===== config.mk =====
export PLATFORM = sky130hd
export DESIGN_NAME = irq_ctrl
export DESIGN_NICKNAME = d
export VERILOG_FILES = /design/src/rtl/irq_ctrl_pkg.sv /design/src/rtl/irq_prio_enc.sv /design/src/rtl/irq_ctrl.sv
export SDC_FILE = /design/constraint.sdc
export NUM_CORES = 1
export LEC_CHECK = 0
export CELL_PAD_IN_SITES_DETAIL_PLACEMENT = 2
export CELL_PAD_IN_SITES_GLOBAL_PLACEMENT = 2
export CORE_MARGIN = 4
export CORE_UTILIZATION = 29
export CTS_BUF_LIST = sky130_fd_sc_hd__clkbuf_4
export CTS_CLUSTER_DIAMETER = 80
export DETAILED_ROUTE_END_ITERATION = 10
export HOLD_SLACK_MARGIN = 0.15
export PLACE_DENSITY = 0.94
export REMOVE_ABC_BUFFERS = 1
export SETUP_SLACK_MARGIN = 0.05
export SYNTH_ARGS = -nofsm -noshare
export SYNTH_HDL_FRONTEND = slang
export SYNTH_HIERARCHICAL = 1
export SYNTH_SLANG_ARGS = --single-unit
export TNS_END_PERCENT = 5

===== constraint.sdc =====
create_clock -name CLK_I -period 3.4 [get_ports CLK_I]
set_clock_uncertainty 0.15 [all_clocks]
set_input_delay 0.34 -clock CLK_I [delete_from_list [all_inputs] [get_ports CLK_I]]
set_output_delay 0.34 -clock CLK_I [all_outputs]
set_load 0.01 [all_outputs]

===== src/rtl/irq_ctrl_pkg.sv =====
// Shared definitions for the interrupt controller: FSM state type,
// register offsets (ADD_I[3:2]) and STATUS bit positions.
package irq_ctrl_pkg;

  typedef enum logic [1:0] {
    ST_IDLE    = 2'd0,
    ST_REQ     = 2'd1,
    ST_SERVICE = 2'd2
  } irq_state_t;

  localparam logic [1:0] REG_MASK    = 2'd0;
  localparam logic [1:0] REG_PENDING = 2'd1;
  localparam logic [1:0] REG_STATUS  = 2'd2;
  localparam logic [1:0] REG_EDGE    = 2'd3;

  localparam int STAT_GIE    = 0;
  localparam int STAT_ID_LSB = 1;
  localparam int STAT_ID_MSB = 3;
  localparam int STAT_INSVC  = 4;
  localparam int STAT_EOI    = 31;

endpackage


===== src/rtl/irq_prio_enc.sv =====
// Lowest-index-first priority encoder: o_valid when any bit is set,
// o_idx is the position of the lowest set bit.
module irq_prio_enc #(
  parameter int N = 6
) (
  input  logic [N-1:0] i_vec,
  output logic         o_valid,
  output logic [2:0]   o_idx
);

  // Scan from the top down so the lowest set bit is the last one written.
  always_comb begin
    o_valid = 1'b0;
    o_idx   = 3'd0;
    for (int i = N - 1; i >= 0; i--) begin
      if (i_vec[i]) begin
        o_valid = 1'b1;
        o_idx   = 3'(i);
      end
    end
  end

endmodule


===== src/rtl/irq_ctrl.sv =====
// Interrupt controller: MASK/PENDING/STATUS/EDGE registers, edge or level
// capture per line, fixed lowest-index priority, IDLE/REQ/SERVICE FSM.
// Optional macro IRQ_CTRL_SYNC_EN inserts a two-flop synchronizer on
// HWINT_I ahead of the capture logic (two extra cycles of latency).
//
// CPU handshake: INT_REQ_O is high exactly while the FSM is in REQ, with
// INT_ID_O stable; INT_ACK_I is sampled only in that state (a pulse at
// any other time is ignored). The ack moves the FSM to SERVICE, which is
// left only by an EOI write (STATUS bit31 = 1).
module irq_ctrl
  import irq_ctrl_pkg::*;
#(
  parameter int NUM_IRQ = 6
) (
  input  logic               CLK_I,
  input  logic               RST_I,
  input  logic [3:2]         ADD_I,
  input  logic               WE_I,
  input  logic [31:0]        DAT_I,
  output logic [31:0]        DAT_O,
  input  logic [NUM_IRQ-1:0] HWINT_I,
  output logic               INT_REQ_O,
  input  logic               INT_ACK_I,
  output logic [2:0]         INT_ID_O,
  output logic [1:0]         o_dbg_state
);

  logic [NUM_IRQ-1:0] w_hw;
  logic [NUM_IRQ-1:0] r_hw_d;
  logic [NUM_IRQ-1:0] r_mask;
  logic [NUM_IRQ-1:0] r_edge;
  logic [NUM_IRQ-1:0] r_pend_e;
  logic [NUM_IRQ-1:0] w_pending;
  logic [NUM_IRQ-1:0] w_enabled;
  logic [NUM_IRQ-1:0] w_set;
  logic [NUM_IRQ-1:0] w_clr;
  logic               r_gie;
  logic [2:0]         r_active_id;
  logic               r_req_vld;
  logic [2:0]         r_req_id;
  logic               w_enc_valid;
  logic [2:0]         w_enc_idx;
  logic               w_cand_ok;
  logic               w_act_ok;
  logic               w_act_edge;
  logic               w_load;
  logic               w_ack_clr;
  irq_state_t         r_state;
  irq_state_t         w_state_nxt;

  logic w_wr_mask, w_wr_pend, w_wr_status, w_wr_edge, w_eoi;
  logic w_unused_dat;

  assign w_wr_mask    = WE_I && (ADD_I == REG_MASK);
  assign w_wr_pend    = WE_I && (ADD_I == REG_PENDING);
  assign w_wr_status  = WE_I && (ADD_I == REG_STATUS);
  assign w_wr_edge    = WE_I && (ADD_I == REG_EDGE);
  assign w_eoi        = w_wr_status && DAT_I[STAT_EOI];
  assign w_unused_dat = ^DAT_I[30:NUM_IRQ];

`ifdef IRQ_CTRL_SYNC_EN
  logic [NUM_IRQ-1:0] r_sync1;
  logic [NUM_IRQ-1:0] r_sync2;

  // Two-flop synchronizer for asynchronous device lines.
  always_ff @(posedge CLK_I or posedge RST_I) begin
    if (RST_I) begin
      r_sync1 <= '0;
      r_sync2 <= '0;
    end else begin
      r_sync1 <= HWINT_I;
      r_sync2 <= r_sync1;
    end
  end

  assign w_hw = r_sync2;
`else
  assign w_hw = HWINT_I;
`endif

  // Input history: previous sample for edge detect, and the level value.
  always_ff @(posedge CLK_I or posedge RST_I) begin
    if (RST_I) r_hw_d <= '0;
    else       r_hw_d <= w_hw;
  end

  // Level lines show the registered input; edge lines show the sticky bit.
  assign w_pending = (r_edge & r_pend_e) | (~r_edge & r_hw_d);
  assign w_enabled = w_pending & r_mask;
  assign w_set     = w_hw & ~r_hw_d & r_edge;

  // Clear sources for sticky bits: W1C write and ack of an edge line.
  always_comb begin
    w_clr = w_wr_pend ? DAT_I[NUM_IRQ-1:0] : '0;
    for (int i = 0; i < NUM_IRQ; i++) begin
      if (w_ack_clr && (r_active_id == 3'(i))) w_clr[i] = 1'b1;
    end
  end

  // Sticky edge pending bits; a new edge wins over a clear in the same cycle.
  always_ff @(posedge CLK_I or posedge RST_I) begin
    if (RST_I) r_pend_e <= '0;
    else       r_pend_e <= (w_set | (r_pend_e & ~w_clr)) & r_edge;
  end

  // Software-writable configuration registers.
  always_ff @(posedge CLK_I or posedge RST_I) begin
    if (RST_I) begin
      r_mask <= '0;
      r_edge <= '0;
      r_gie  <= 1'b0;
    end else begin
      if (w_wr_mask)   r_mask <= DAT_I[NUM_IRQ-1:0];
      if (w_wr_edge)   r_edge <= DAT_I[NUM_IRQ-1:0];
      if (w_wr_status) r_gie  <= DAT_I[STAT_GIE];
    end
  end

  irq_prio_enc #(.N(NUM_IRQ)) u_enc (
    .i_vec   (w_enabled),
    .o_valid (w_enc_valid),
    .o_idx   (w_enc_idx)
  );

  // Registered winner of the priority encoder; IDLE latches from this.
  always_ff @(posedge CLK_I or posedge RST_I) begin
    if (RST_I) begin
      r_req_vld <= 1'b0;
      r_req_id  <= 3'd0;
    end else begin
      r_req_vld <= r_gie & w_enc_valid;
      r_req_id  <= w_enc_idx;
    end
  end

  // Is the candidate / active line still pending, enabled and GIE set?
  always_comb begin
    w_cand_ok  = 1'b0;
    w_act_ok   = 1'b0;
    w_act_edge = 1'b0;
    for (int i = 0; i < NUM_IRQ; i++) begin
      if (r_req_id == 3'(i)) w_cand_ok = w_enabled[i];
      if (r_active_id == 3'(i)) begin
        w_act_ok   = w_enabled[i];
        w_act_edge = r_edge[i];
      end
    end
    w_cand_ok = w_cand_ok & r_req_vld & r_gie;
    w_act_ok  = w_act_ok & r_gie;
  end

  // FSM state register.
  always_ff @(posedge CLK_I or posedge RST_I) begin
    if (RST_I) r_state <= ST_IDLE;
    else       r_state <= w_state_nxt;
  end

  // FSM next state and request outputs.
  always_comb begin
    w_state_nxt = r_state;
    w_load      = 1'b0;
    w_ack_clr   = 1'b0;
    INT_REQ_O   = 1'b0;
    INT_ID_O    = 3'd0;
    case (r_state)
      ST_IDLE: begin
        if (w_cand_ok) begin
          w_state_nxt = ST_REQ;
          w_load      = 1'b1;
        end
      end
      ST_REQ: begin
        INT_REQ_O = 1'b1;
        INT_ID_O  = r_active_id;
        if (!w_act_ok) begin
          w_state_nxt = ST_IDLE;
        end else if (INT_ACK_I) begin
          w_state_nxt = ST_SERVICE;
          w_ack_clr   = w_act_edge;
        end
      end
      ST_SERVICE: begin
        if (w_eoi) w_state_nxt = ST_IDLE;
      end
      default: w_state_nxt = ST_IDLE;
    endcase
  end

  // Active ID is captured on the IDLE->REQ transition and held after.
  always_ff @(posedge CLK_I or posedge RST_I) begin
    if (RST_I)       r_active_id <= 3'd0;
    else if (w_load) r_active_id <= r_req_id;
  end

  // Combinational register read mux.
  always_comb begin
    DAT_O = '0;
    case (ADD_I)
      REG_MASK:    DAT_O = 32'(r_mask);
      REG_PENDING: DAT_O = 32'(w_pending);
      REG_STATUS: begin
        DAT_O[STAT_GIE]                 = r_gie;
        DAT_O[STAT_ID_MSB:STAT_ID_LSB]  = r_active_id;
        DAT_O[STAT_INSVC]               = (r_state == ST_SERVICE);
      end
      default:     DAT_O = 32'(r_edge);
    endcase
  end

  assign o_dbg_state = r_state;

endmodule


# Word-level counts from Yosys, hierarchy flattened
# Index checks and enable logic that the tools add are counted.
# classes
n_reduce_logical	16
n_bitwise	16
eq_ne	18
muxes	51
# ops
cell	n
bitwise AND 6 bit	7
2-to-1 mux 1 bit	36
2-to-1 mux 3 bit	7
NOT 6 bit	3
one-hot mux 5 bit (3 select lines)	1
equality test 3 x 2 -> 1 bit (second input constant)	4
equality test 3 bit (second input constant)	4
bitwise OR 6 bit	2
logical AND 1 bit	11
2-to-1 mux 2 bit	4
equality test 2 bit (second input constant)	3
equality test 3 x 1 -> 1 bit (second input constant)	2
logical NOT 3 bit	2
2-to-1 mux 6 bit	1
one-hot mux 2 bit (3 select lines)	1
bitwise AND 1 bit	4
equality test 2 x 1 -> 1 bit (second input constant)	2
logical NOT 2 bit	2
inequality test 2 bit (second input constant)	2
inequality test 3 bit (second input constant)	1
one-hot mux 1 bit (3 select lines)	1
AND reduction 3 bit	1
# totals
regBits	34
word_cells	110
output_inout_bits	38
in_bits	44

# Depth between registers and ports, before layout
# depth
ltp_word	19
ltp_mapped	7
depth_no_buf	6

# By module
# Netlist, hierarchy kept.
# modules_own_cells
module	cells_each	area_each_um2	n_inst	seq_area_each_um2
irq_ctrl	199	2132.0	1	850.8
irq_prio_enc	10	57.6	1	0.0

# Worst setup path before layout
# Ideal clock, no wire load.
# synth_path
path_kind	reg-to-reg
startpoint	register r_edge[0]
endpoint	register r_state[0] (netlist: o_dbg_state[0])
setup_ns	0.129
arrival_ns	1.876
n_path_buf	1
stages_incl_launch_ff	7
path_slack_ns	1.245
required_time_ns	3.121
synth_period_minus_slack_ns	2.155
cell_sequence	dfrtp_1 -> mux2_4 -> and2_4 -> o21ai_2 -> or4b_1 -> buf_2 -> a2111o_1
# synth_via
elab_chain_len	14
elab_cells_between_ends	25
cone_classes	eq/ne (2); mux (14); bitwise (8); reduce/logical (1)
# synth_lines
element	line_no	source
from (decl)	irq_ctrl.sv:31	logic [NUM_IRQ-1:0] r_edge;
from (signal assigned)	irq_ctrl.sv:114	if (w_wr_edge) r_edge <= DAT_I[NUM_IRQ-1:0];
NOT 6 bit	irq_ctrl.sv:88	assign w_pending = (r_edge & r_pend_e) | (~r_edge & r_hw_d);
bitwise AND 6 bit	irq_ctrl.sv:88	
bitwise OR 6 bit (*)	irq_ctrl.sv:88	
bitwise AND 6 bit (*)	irq_ctrl.sv:89	assign w_enabled = w_pending & r_mask;
named net w_enabled[0]	irq_ctrl.sv:34	logic [NUM_IRQ-1:0] w_enabled;
2-to-1 mux 1 bit (6 in series)	irq_ctrl.sv:142	if (r_req_id == 3'(i)) w_cand_ok = w_enabled[i];
bitwise AND 1 bit (2 in series)	irq_ctrl.sv:148	w_cand_ok = w_cand_ok & r_req_vld & r_gie;
inequality test 2 bit (no line)	n/a	
AND reduction 3 bit (no line)	n/a	
to (signal assigned)	irq_ctrl.sv:155	else r_state <= w_state_nxt;
to (decl)	irq_ctrl.sv:48	irq_state_t r_state;
# The timed path passes the listed nets; every way through them passes the cells marked *.
# A chain may end at the register's enable or synchronous reset.

# Worst setup path after layout
# layout_path
startpoint	input ADD_I[2] in the netlist's numbering
endpoint	output DAT_O[3]
# layout_via
elab_chain_len	2
elab_cells_between_ends	4
cone_classes	eq/ne (2); mux (1); reduce/logical (1)
# layout_lines
element	line_no	source
from (decl)	irq_ctrl.sv:17	input logic [3:2] ADD_I,
equality test 2 bit, or another cell as far along	irq_ctrl.sv:198	case (ADD_I)
one-hot mux 5 bit (3 select lines) (*)	irq_ctrl.sv:198	
to (decl)	irq_ctrl.sv:20	output logic [31:0] DAT_O,
# Mark *: on every way between the ends. The rest lies on a longest branch, timed or not.

==> summary.txt <==
final WL: 6.30 mm
Synth Register Bits: 34
largest area contributor in the netlist: dfrtp_1
Synth top cells by count: dfrtp_1, buf_4, mux2_2
first-pass GRT wire length: 10.1 mm
Max Slew Vio Count: 0
synth warn: 6
CP startpoint: ADD_I[2]
asr flop ratio synth: 100%
Area contributors post-synth: dfrtp_1, buf_4, mux2_2, mux2_4, nor2b_1
worst reg2reg path depth: 5
power density over the cells: 482 nW/um^2
placer congestion estimate: 0.829
CP Class: input port to output port
min cycle time layout: 2.92 ns
Hold-fix buffers, CTS: 0
largest net degree at the start of global routing: 35
standard-cell rows: 31
LEAKAGE: 1.07 nW
vias in the first global route: 1886
met3 WL: 299 um
status: finished clean
Final Setup Violations: 0
CP endpoint kind: output port
slew of the pin with the lowest slew margin: 0.653 ns
initial drt markers: 41
EDFF count, synth: 0
Syn Area/Cell: 10.5 um^2
Core Area: 7290 um^2
Clk network pwr share: 18.3%
register area share after synthesis: 38.9%
initial antenna violation count: 0
Worst Path Arrival: 2.43 ns
Worst Setup EP: DAT_O[3]
die width: 94.9 um
HP Class: input port to async pin
cell with the most instances after synthesis: dfrtp_1
Flop pwr share: 47.4%
share of the synthesized area in the top cell type: 38.9%
Reg-to-Reg Start: r_edge[3]$_DFFE_PP0P_
Hold Fails Final Rpt: 0
PostCTS Resize Cnt: 0
Critical Path RT: 2.91 ns
Clock transition at path regs: 0.11 ns
Synth cell types: 49
power share of the combinational group: 34.4%
total negative slack: 0 ns
gr usage total: 14.9%
CTS Buffer Depth: 2
internal reg-to-reg setup slack: 0.91 ns
Max-Cap Viols: 0
RSZ-0062 raised after global routing: no
DRC viols: 0
GR Overflow Total: 0
TritonCTS clock tree: built
wl on met1: 2.78 mm
switch share: 38.1%
area delta synth->final: 17.0%
routed len/inst: 18.3 um
PortBufs: 30
Mapped Area: 2190 um^2
remaining antenna violation count after routing: 0
CTS Buf Count: 5
layout cells sized above 1: 15.9%
via count: 1679
Synth Instances: 209
ys flop type: dfrtp_1
nets: 288
DR vias/cell: 4.88
TritonCTS Sinks: 34
Int Pwr: 765 uW
root buf cell: clkbuf_4
startpoint types: input port
io pins: 82
Sw Pwr: 470 uW
fmax: 342 MHz
slew margin rel.: 56.2%
Die H: 94.9 um
Post-Place Setup Slack: 0.461 ns
Final Cycle Share: 86.0%
htree depth: 2
DRT Pass-1 Iters: 4
dpl hpwl: 4.98 mm
clock latency on the worst-skew pair: 0.35 ns
# diodes: 0
Worst R2R End: o_dbg_state[0]$_DFFE_PP0P_
postcts setup bufs: 0
CP max FO: 11
DIE AREA: 9000 um^2
Routed met2 length: 3.15 mm
Peak supply drop: 0.000165 V
setup slack after layout: 0.476 ns
top routing layer in use: met4
Initial Utilization: 30.0%
per-stage QoR:
stage               total power, mW  area, um^2  utilization (%)  hold WS [ns]  std cells
floorplan                     0.828        2050                -         0.221        203
global placement              0.980        2510             34.4         0.299        336
detailed placement             1.01        2510             34.4         0.321        336
CTS                            1.24        2560             35.1         0.252        344
global route                   1.32        2560             35.1         0.254        344
finish                         1.23        2560             35.1         0.238        344
flip-flops by register name (all words and copies together), names as in the netlist, 2 cells and up:
name / count
o_dbg_state: 2
r_active_id: 3
r_edge: 6
r_hw_d: 6
r_mask: 6
r_pend_e: 6
r_req_id: 3
cells by family (layout without fill, tap and decap cells):
group	Yosys count	after routing	share of synthesized area, %
other	1	26	0.171
flip-flops	34	34	38.9
AO/OA/AOI/OAI	48	48	16.9
buffers and inverters	43	54	12.6
multiplexers	24	24	15.3
AND/OR/NAND/NOR	59	59	16.2
how the worst min path moves through the flow:
stage | end | depth (start not counted)
finish | r_mask[5]$_DFFE_PP0P_ | 3
global route | r_mask[0]$_DFFE_PP0P_ | 3
CTS | r_pend_e[5]$_DFF_PP0_ | 3
detailed placement | r_pend_e[5]$_DFF_PP0_ | 1
global placement | r_pend_e[5]$_DFF_PP0_ | 1
floorplan | r_hw_d[0]$_DFF_PP0_ | 0
worst max-delay path, cell delays in order:
cell	delay (ns)
clkdlybuf4s50_1	0.65
nand2b_1	0.26
o21ai_0	0.29
nor2_1	0.08
a21oi_1	0.13
o22a_1	0.14
clkdlybuf4s50_1	0.53
area by class of cell:
cell class	count	area [um^2]
clock buffer	6	45.0
sequential	34	851
clock inverter	2	8.76
multi-input combinational	157	1160
timing repair buffer	34	330
inverter	12	45.0
tap	99	124
fill	830	4730
routing by layer:
metal,global-route usage [%],up-vias
met1,18.6,847
li1,-,779
met2,26.0,45
met3,3.03,8
met5,0,-
met4,4.21,0
power groups by stage:
stage | Sequential (mW) | Combinational [mW] | Clock, mW
3_5_place_dp | 0.591 | 0.422 | 0
5_1_grt | 0.598 | 0.461 | 0.262
3_3_place_gp | 0.581 | 0.399 | 0
6_report | 0.585 | 0.425 | 0.225
2_1_floorplan | 0.551 | 0.277 | 0
4_1_cts | 0.583 | 0.427 | 0.233
cells in the final DEF (no fill, tap or decap), drive strengths merged, types with 3 or more instances in the layout:
cell type,count
a2111oi,6
a211oi,3
a21boi,3
a21oi,8
a31oi,4
and2,8
buf,4
clkbuf,6
clkdlybuf4s50,30
conb,26
dfrtp,34
inv,12
mux2,18
mux4,4
nand2,9
nand2b,5
nand3,6
nand3b,4
nor2,8
nor2b,9
nor3,3
o21ai,12
No activity file was read; power rests on OpenSTA's default activity.
